===== config.mk =====
export PLATFORM = sky130hd
export DESIGN_NAME = csr_trap_unit
export DESIGN_NICKNAME = d
export VERILOG_FILES = /design/src/rtl/csr_trap_unit.sv
export SDC_FILE = /design/constraint.sdc
export NUM_CORES = 1
export LEC_CHECK = 0
export ABC_CLOCK_PERIOD_IN_PS = 6010
export BUFFER_PORTS_ARGS = -buffer_cell sky130_fd_sc_hd__buf_2
export CAP_MARGIN = 20
export CELL_PAD_IN_SITES_DETAIL_PLACEMENT = 0
export CELL_PAD_IN_SITES_GLOBAL_PLACEMENT = 1
export CORE_MARGIN = 4
export CORE_UTILIZATION = 35
export CTS_CLUSTER_SIZE = 10
export DETAILED_ROUTE_END_ITERATION = 12
export PLACE_DENSITY = 0.79
export SLEW_MARGIN = 30
export SYNTH_ARGS = -nofsm -noshare
export SYNTH_HDL_FRONTEND = slang
export SYNTH_SLANG_ARGS = --single-unit

===== constraint.sdc =====
create_clock -name clk -period 6.01 [get_ports clk]
set_input_delay 0.9015 -clock clk [delete_from_list [all_inputs] [get_ports clk]]
set_output_delay 0.9015 -clock clk [all_outputs]
set_load 0.05 [all_outputs]

===== src/rtl/csr_trap_unit.sv =====
// csr_trap_unit: M-mode CSR file, irq synchronisers and trap/mret sequencing; reads and redirect are same-cycle, never stalls.
// Define CSR_COUNTERS_EN to add the 64-bit mcycle/minstret counters (with high halves when XLEN=32).
module csr_trap_unit #(
  parameter int              XLEN        = 32,
  parameter logic [XLEN-1:0] MSTATUS_RST = XLEN'('h1800),
  parameter logic [XLEN-1:0] MTVEC_RST   = '0,
  parameter int              SYNC_STAGES = 2
) (
  input  logic            clk,
  input  logic            rst,
  input  logic            valid,
  input  logic [2:0]      csr_op,
  input  logic [11:0]     csr_addr,
  input  logic [XLEN-1:0] csr_wsrc,
  input  logic            src_zero,
  input  logic            ecall,
  input  logic            mret,
  input  logic [XLEN-1:0] pc,
  input  logic            irq_ext,
  input  logic            irq_timer,
  output logic [XLEN-1:0] csr_rdata,
  output logic            illegal,
  output logic            trap_taken,
  output logic            redirect,
  output logic [XLEN-1:0] redirect_pc
);

  localparam logic [11:0] ADDR_MSTATUS   = 12'h300;
  localparam logic [11:0] ADDR_MIE       = 12'h304;
  localparam logic [11:0] ADDR_MTVEC     = 12'h305;
  localparam logic [11:0] ADDR_MSCRATCH  = 12'h340;
  localparam logic [11:0] ADDR_MEPC      = 12'h341;
  localparam logic [11:0] ADDR_MCAUSE    = 12'h342;
  localparam logic [11:0] ADDR_MIP       = 12'h344;
  localparam logic [11:0] ADDR_MCYCLE    = 12'hB00;
  localparam logic [11:0] ADDR_MINSTRET  = 12'hB02;
  localparam logic [11:0] ADDR_MCYCLEH   = 12'hB80;
  localparam logic [11:0] ADDR_MINSTRETH = 12'hB82;

  localparam logic [XLEN-1:0] MSTATUS_WMASK = XLEN'('h1888);
  localparam logic [XLEN-1:0] MSTATUS_MPP   = XLEN'('h1800);
  localparam logic [XLEN-1:0] MIE_WMASK     = XLEN'('h880);
  localparam logic [XLEN-1:0] ALIGN_MASK    = ~XLEN'(3);
  localparam int              MIE_BIT       = 3;
  localparam int              MPIE_BIT      = 7;

  logic [XLEN-1:0] mstatus_q, mstatus_d;
  logic [XLEN-1:0] mie_q, mie_d;
  logic [XLEN-1:0] mtvec_q, mtvec_d;
  logic [XLEN-1:0] mscratch_q, mscratch_d;
  logic [XLEN-1:0] mepc_q, mepc_d;
  logic [XLEN-1:0] mcause_q, mcause_d;
  logic [SYNC_STAGES-1:0] ext_sync_q, ext_sync_d;
  logic [SYNC_STAGES-1:0] tmr_sync_q, tmr_sync_d;

`ifdef CSR_COUNTERS_EN
  logic [63:0] mcycle_q, mcycle_d;
  logic [63:0] minstret_q, minstret_d;
`endif

  logic [XLEN-1:0] mip_val;
  logic [XLEN-1:0] rd_val;
  logic            csr_known;
  logic [XLEN-1:0] wr_val;
  logic            wr_req;
  logic            irq_pend;
  logic            irq_take;
  logic [3:0]      irq_code;
  logic            do_ecall;
  logic            do_mret;
  logic            do_write;
  logic [XLEN-1:0] mtvec_base;

  // Shift-in synchronisers; the MSB is the level software sees in mip.
  always_comb begin
    ext_sync_d = (ext_sync_q << 1) | SYNC_STAGES'(irq_ext);
    tmr_sync_d = (tmr_sync_q << 1) | SYNC_STAGES'(irq_timer);
    mip_val    = XLEN'({ext_sync_q[SYNC_STAGES-1], 3'b000, tmr_sync_q[SYNC_STAGES-1], 7'b0000000});
  end

  always_comb begin
    rd_val    = '0;
    csr_known = 1'b1;
    case (csr_addr)
      ADDR_MSTATUS:  rd_val = mstatus_q | MSTATUS_MPP;
      ADDR_MIE:      rd_val = mie_q;
      ADDR_MTVEC:    rd_val = mtvec_q;
      ADDR_MSCRATCH: rd_val = mscratch_q;
      ADDR_MEPC:     rd_val = mepc_q;
      ADDR_MCAUSE:   rd_val = mcause_q;
      ADDR_MIP:      rd_val = mip_val;
`ifdef CSR_COUNTERS_EN
      ADDR_MCYCLE:   rd_val = mcycle_q[XLEN-1:0];
      ADDR_MINSTRET: rd_val = minstret_q[XLEN-1:0];
      ADDR_MCYCLEH: begin
        if (XLEN == 32) rd_val = XLEN'(mcycle_q[63:32]);
        else            csr_known = 1'b0;
      end
      ADDR_MINSTRETH: begin
        if (XLEN == 32) rd_val = XLEN'(minstret_q[63:32]);
        else            csr_known = 1'b0;
      end
`else
      ADDR_MCYCLE, ADDR_MINSTRET, ADDR_MCYCLEH, ADDR_MINSTRETH: csr_known = 1'b0;
`endif
      default:       csr_known = 1'b0;
    endcase
  end

  // op[1:0]: 01 write, 10 set, 11 clear; op[1] marks the set/clear family.
  always_comb begin
    case (csr_op[1:0])
      2'b01:   wr_val = csr_wsrc;
      2'b10:   wr_val = rd_val | csr_wsrc;
      2'b11:   wr_val = rd_val & ~csr_wsrc;
      default: wr_val = rd_val;
    endcase
    wr_req = valid & (csr_op[1:0] != 2'b00) & csr_known & ~(csr_op[1] & src_zero);
  end

  always_comb begin
    irq_pend   = mstatus_q[MIE_BIT] &
                 ((mie_q[11] & mip_val[11]) | (mie_q[7] & mip_val[7]));
    irq_take   = valid & irq_pend;
    irq_code   = (mie_q[11] & mip_val[11]) ? 4'd11 : 4'd7;
    do_ecall   = valid & ecall & ~irq_take;
    do_mret    = valid & mret & ~irq_take & ~ecall;
    do_write   = wr_req & ~irq_take & ~ecall & ~mret;
    mtvec_base = mtvec_q & ALIGN_MASK;
  end

  always_comb begin
    csr_rdata   = rd_val;
    illegal     = valid & (csr_op != 3'b000) & ~csr_known;
    trap_taken  = irq_take | do_ecall;
    redirect    = irq_take | do_ecall | do_mret;
    redirect_pc = '0;
    if (irq_take) begin
      redirect_pc = (mtvec_q[1:0] == 2'b01) ? mtvec_base + XLEN'({irq_code, 2'b00}) : mtvec_base;
    end else if (do_ecall) begin
      redirect_pc = mtvec_base;
    end else if (do_mret) begin
      redirect_pc = mepc_q;
    end
  end

  // Only one of trap entry, mret or a CSR write lands in any cycle.
  always_comb begin
    mstatus_d  = mstatus_q;
    mie_d      = mie_q;
    mtvec_d    = mtvec_q;
    mscratch_d = mscratch_q;
    mepc_d     = mepc_q;
    mcause_d   = mcause_q;
    if (irq_take | do_ecall) begin
      mepc_d              = pc & ALIGN_MASK;
      mcause_d            = irq_take ? {1'b1, {(XLEN-5){1'b0}}, irq_code} : XLEN'(11);
      mstatus_d[MPIE_BIT] = mstatus_q[MIE_BIT];
      mstatus_d[MIE_BIT]  = 1'b0;
    end else if (do_mret) begin
      mstatus_d[MIE_BIT]  = mstatus_q[MPIE_BIT];
      mstatus_d[MPIE_BIT] = 1'b1;
    end else if (do_write) begin
      case (csr_addr)
        ADDR_MSTATUS:  mstatus_d  = wr_val & MSTATUS_WMASK;
        ADDR_MIE:      mie_d      = wr_val & MIE_WMASK;
        ADDR_MTVEC:    mtvec_d    = wr_val;
        ADDR_MSCRATCH: mscratch_d = wr_val;
        ADDR_MEPC:     mepc_d     = wr_val & ALIGN_MASK;
        ADDR_MCAUSE:   mcause_d   = wr_val;
        default:       ;
      endcase
    end
  end

  always_ff @(posedge clk or negedge rst) begin
    if (!rst) begin
      mstatus_q  <= MSTATUS_RST & MSTATUS_WMASK;
      mie_q      <= '0;
      mtvec_q    <= MTVEC_RST;
      mscratch_q <= '0;
      mepc_q     <= '0;
      mcause_q   <= '0;
      ext_sync_q <= '0;
      tmr_sync_q <= '0;
    end else begin
      mstatus_q  <= mstatus_d;
      mie_q      <= mie_d;
      mtvec_q    <= mtvec_d;
      mscratch_q <= mscratch_d;
      mepc_q     <= mepc_d;
      mcause_q   <= mcause_d;
      ext_sync_q <= ext_sync_d;
      tmr_sync_q <= tmr_sync_d;
    end
  end

`ifdef CSR_COUNTERS_EN
  // A software write replaces the whole counter for that cycle, including the increment.
  always_comb begin
    mcycle_d   = mcycle_q + 64'd1;
    minstret_d = (valid & ~irq_take & ~ecall) ? minstret_q + 64'd1 : minstret_q;
    if (do_write) begin
      case (csr_addr)
        ADDR_MCYCLE: begin
          if (XLEN == 32) mcycle_d = {mcycle_q[63:32], wr_val[31:0]};
          else            mcycle_d = 64'(wr_val);
        end
        ADDR_MINSTRET: begin
          if (XLEN == 32) minstret_d = {minstret_q[63:32], wr_val[31:0]};
          else            minstret_d = 64'(wr_val);
        end
        ADDR_MCYCLEH:   mcycle_d   = {wr_val[31:0], mcycle_q[31:0]};
        ADDR_MINSTRETH: minstret_d = {wr_val[31:0], minstret_q[31:0]};
        default:        ;
      endcase
    end
  end

  always_ff @(posedge clk or negedge rst) begin
    if (!rst) begin
      mcycle_q   <= '0;
      minstret_q <= '0;
    end else begin
      mcycle_q   <= mcycle_d;
      minstret_q <= minstret_d;
    end
  end
`endif

endmodule


==> metrics.txt <==
Post-Route Skew about 0.011 ns; FF+latch area 3350 um2; synth unique cells 72; CTS resizes 0; Pwr Density 245 nW/um2; clock slew at reported path FFs 0.06 ns; Core Box Area 23700 um2; grt ovf 0; Area Overhead vs Synth 17.9%; Final Max Slew Viols 0; Worst Setup Start Kind flop; FP Rows between 50 and 60; Die Ht 164 um; TritonRoute pass-1 iters 5; crit path capture type output port; vias per cell 5.67; CP max stage delay 0.81 ns; TritonCTS Buffers 17; antenna violations before repair 0; latest clock arrival within the worst-skew pair 0.43 ns; hpwl dp slightly below 20 mm; Tot Pwr 2.46 mW; post-route antenna net violation count 0; H-tree depth 4; via count 8035; multi-input logic area 4680 um2; nets@finish 1174; diodes inserted 0; first-pass GRT wire length 45.2 mm; LEAKAGE 4.42 nW; Tightest Pin Transition about 0.95 ns; Util after Layout around 42%; Final Hold Fails 0; EDFF count, synth 0; WHS between 0.3 and 0.4 ns; commonest non-fill, non-tap cell in the layout nand2_1; RD Place Congestion 0.883; total negative slack 0 ns; root buf cell clkbuf_16; max_slew headroom 35.6%; Die W 164 um; Most used DFF post-synth dfrtp_1; final setup vio count 0; clock tree buffer depth 2; drc violations 0; Hold Path Class flop to flop; Post-Syn Area 8510 um2; DRT iter0 DRCs 673; Yosys reg bits 134; Initial Utilization 35.9%; Tot GR Track Use between 20 and 25%; Max-cap violations 0; hold_buf cts 0; mean routed wirelength per cell 20.6 um; I/O Pins 154; most frequent cells in the layout nand2_1, buf_2, dfrtp_1; ratio of cells with drive above 1 in the final layout 23.0%; critical-path cell list nand2_1 -> ha_1 -> o21a_1 -> o21ai_0 -> a2111oi_2 -> nor4bb_1 -> a21oi_1 -> o21ai_1 -> buf_2; slowest CP cell a2111oi_2; Worst EP arrival between 3 and 4 ns; worst-path fanout max 5; clock period minus worst slack 4.49 ns; setup bufs post-CTS 0; Clock Sink Count 134; largest net degree at the start of global routing 99; fillers 2445; Peak VDD IR 0.152 mV; WS Path Type flop to output port; Syn Inst Count between 900 and 1k; delay-heaviest family, CP compound AO/OA/AOI/OAI gates; Req. time, crit path ~5 ns; unrepaired setup endpoints after global routing false; vias in the first global route about 7.7k; fmax 0.223 GHz; asr flop ratio synth 100%; run status finished, final reports clean; final period utilization 74.7%; Post-Route WL 29.2 mm; synth warn 0; Syn Area/Cell 8.65 um2; PortBufs 149; worst path buffer plus inverter count 1; CTS tree yes; Die Footprint approximately 27000 um2; part of the Yosys area used for sequential elements 39.4%
logic make-up (layout without fill, tap and decap cells):
group | count (synthesis) | count (layout) | synth area share [%]
muxes | 39 | 39 | 4.72
xor gates and xnor gates | 45 | 45 | 4.63
adders and majority gates | 3 | 3 | 0.441
buffers and inverters | 111 | 223 | 6.00
DFF | 134 | 134 | 39.4
and+or+nand+nor | 327 | 327 | 18.4
other | 1 | 2 | 0.0441
AOI/OAI and AO/OA | 324 | 324 | 26.4
stage by stage:
step	std cells	setup slack [ns]	area (um2)
after floorplan	985	1.71	8510
after global routing	1416	1.30	10000
after CTS	1416	1.59	10000
final	1416	1.52	10000
after global placement	1384	1.62	9400
after detailed placement	1384	1.66	9410
cell type report:
class	count	share of cell area (%)
clock buffer	20	4.65
clock inverter	12	1.50
inverter	24	0.898
multi-input combinational	740	46.7
sequential	134	33.4
tap	319	3.98
timing repair buffer	167	8.87
registers in the layout, indices dropped and copies added, names as in the netlist:
| register | flops |
|---|---|
| mstatus_q | 2 |
| mcause_q | 32 |
| mscratch_q | 32 |
| mtvec_q | 32 |
| tmr_sync_q | 2 |
| mie_q | 2 |
| mepc_q | 30 |
| ext_sync_q | 2 |
routing by layer:
| metal | share of wire, % | GRT usage, % |
|---|---|---|
| met5 | 0 | 0 |
| met4 | 1.4 | 5.38 |
| met3 | 7.6 | 4.94 |
| met2 | 45 | 34.0 |
| met1 | 45 | 30.8 |
report_power, final:
part	switching, mW	internal, mW
Sequential	0.0487	0.953
Clock	0.404	0.684
Combinational	0.242	0.129
Total	0.695	1.77
synth_stat cells (all sizes together) (7+ instances only):
cell	instances	area share [%]
nand2	167	7.4
dfrtp	134	39
o21ai	120	7.1
clkbuf	46	2.1
nor2	46	2.0
buf	41	2.8
xnor2	41	4.2
a22oi	38	3.4
mux2i	30	3.5
a22o	25	2.6
a31o	24	2.5
inv	24	1.1
o2bb2ai	24	2.5
and2	20	1.5
nand3	20	1.2
o211ai	17	1.5
nor3	15	1.1
a21oi	14	0.82
o311ai	13	1.3
and3	9	0.66
mux2	9	1.2
nor4	9	0.74
a31oi	7	0.51
o21a	7	0.62
final timing paths:
| path | start | end | slack, ns | depth (start not counted) |
|---|---|---|---|---|
| max | mie_q[11] | redirect_pc[31] | 1.52 | 9 |
| min | ext_sync_q[0] | ext_sync_q[1] | 0.35 | 0 |
| max reg2reg | mie_q[11] | mepc_q[12] | 2.83 | 8 |
| min reg2reg | ext_sync_q[0] | ext_sync_q[1] | 0.35 | 0 |
| max in group asynchronous | rst | mcause_q[10] | 4.39 | 2 |
| min in group asynchronous | rst | mepc_q[11] | 0.58 | 1 |
Power figures use the tool's default switching activity.
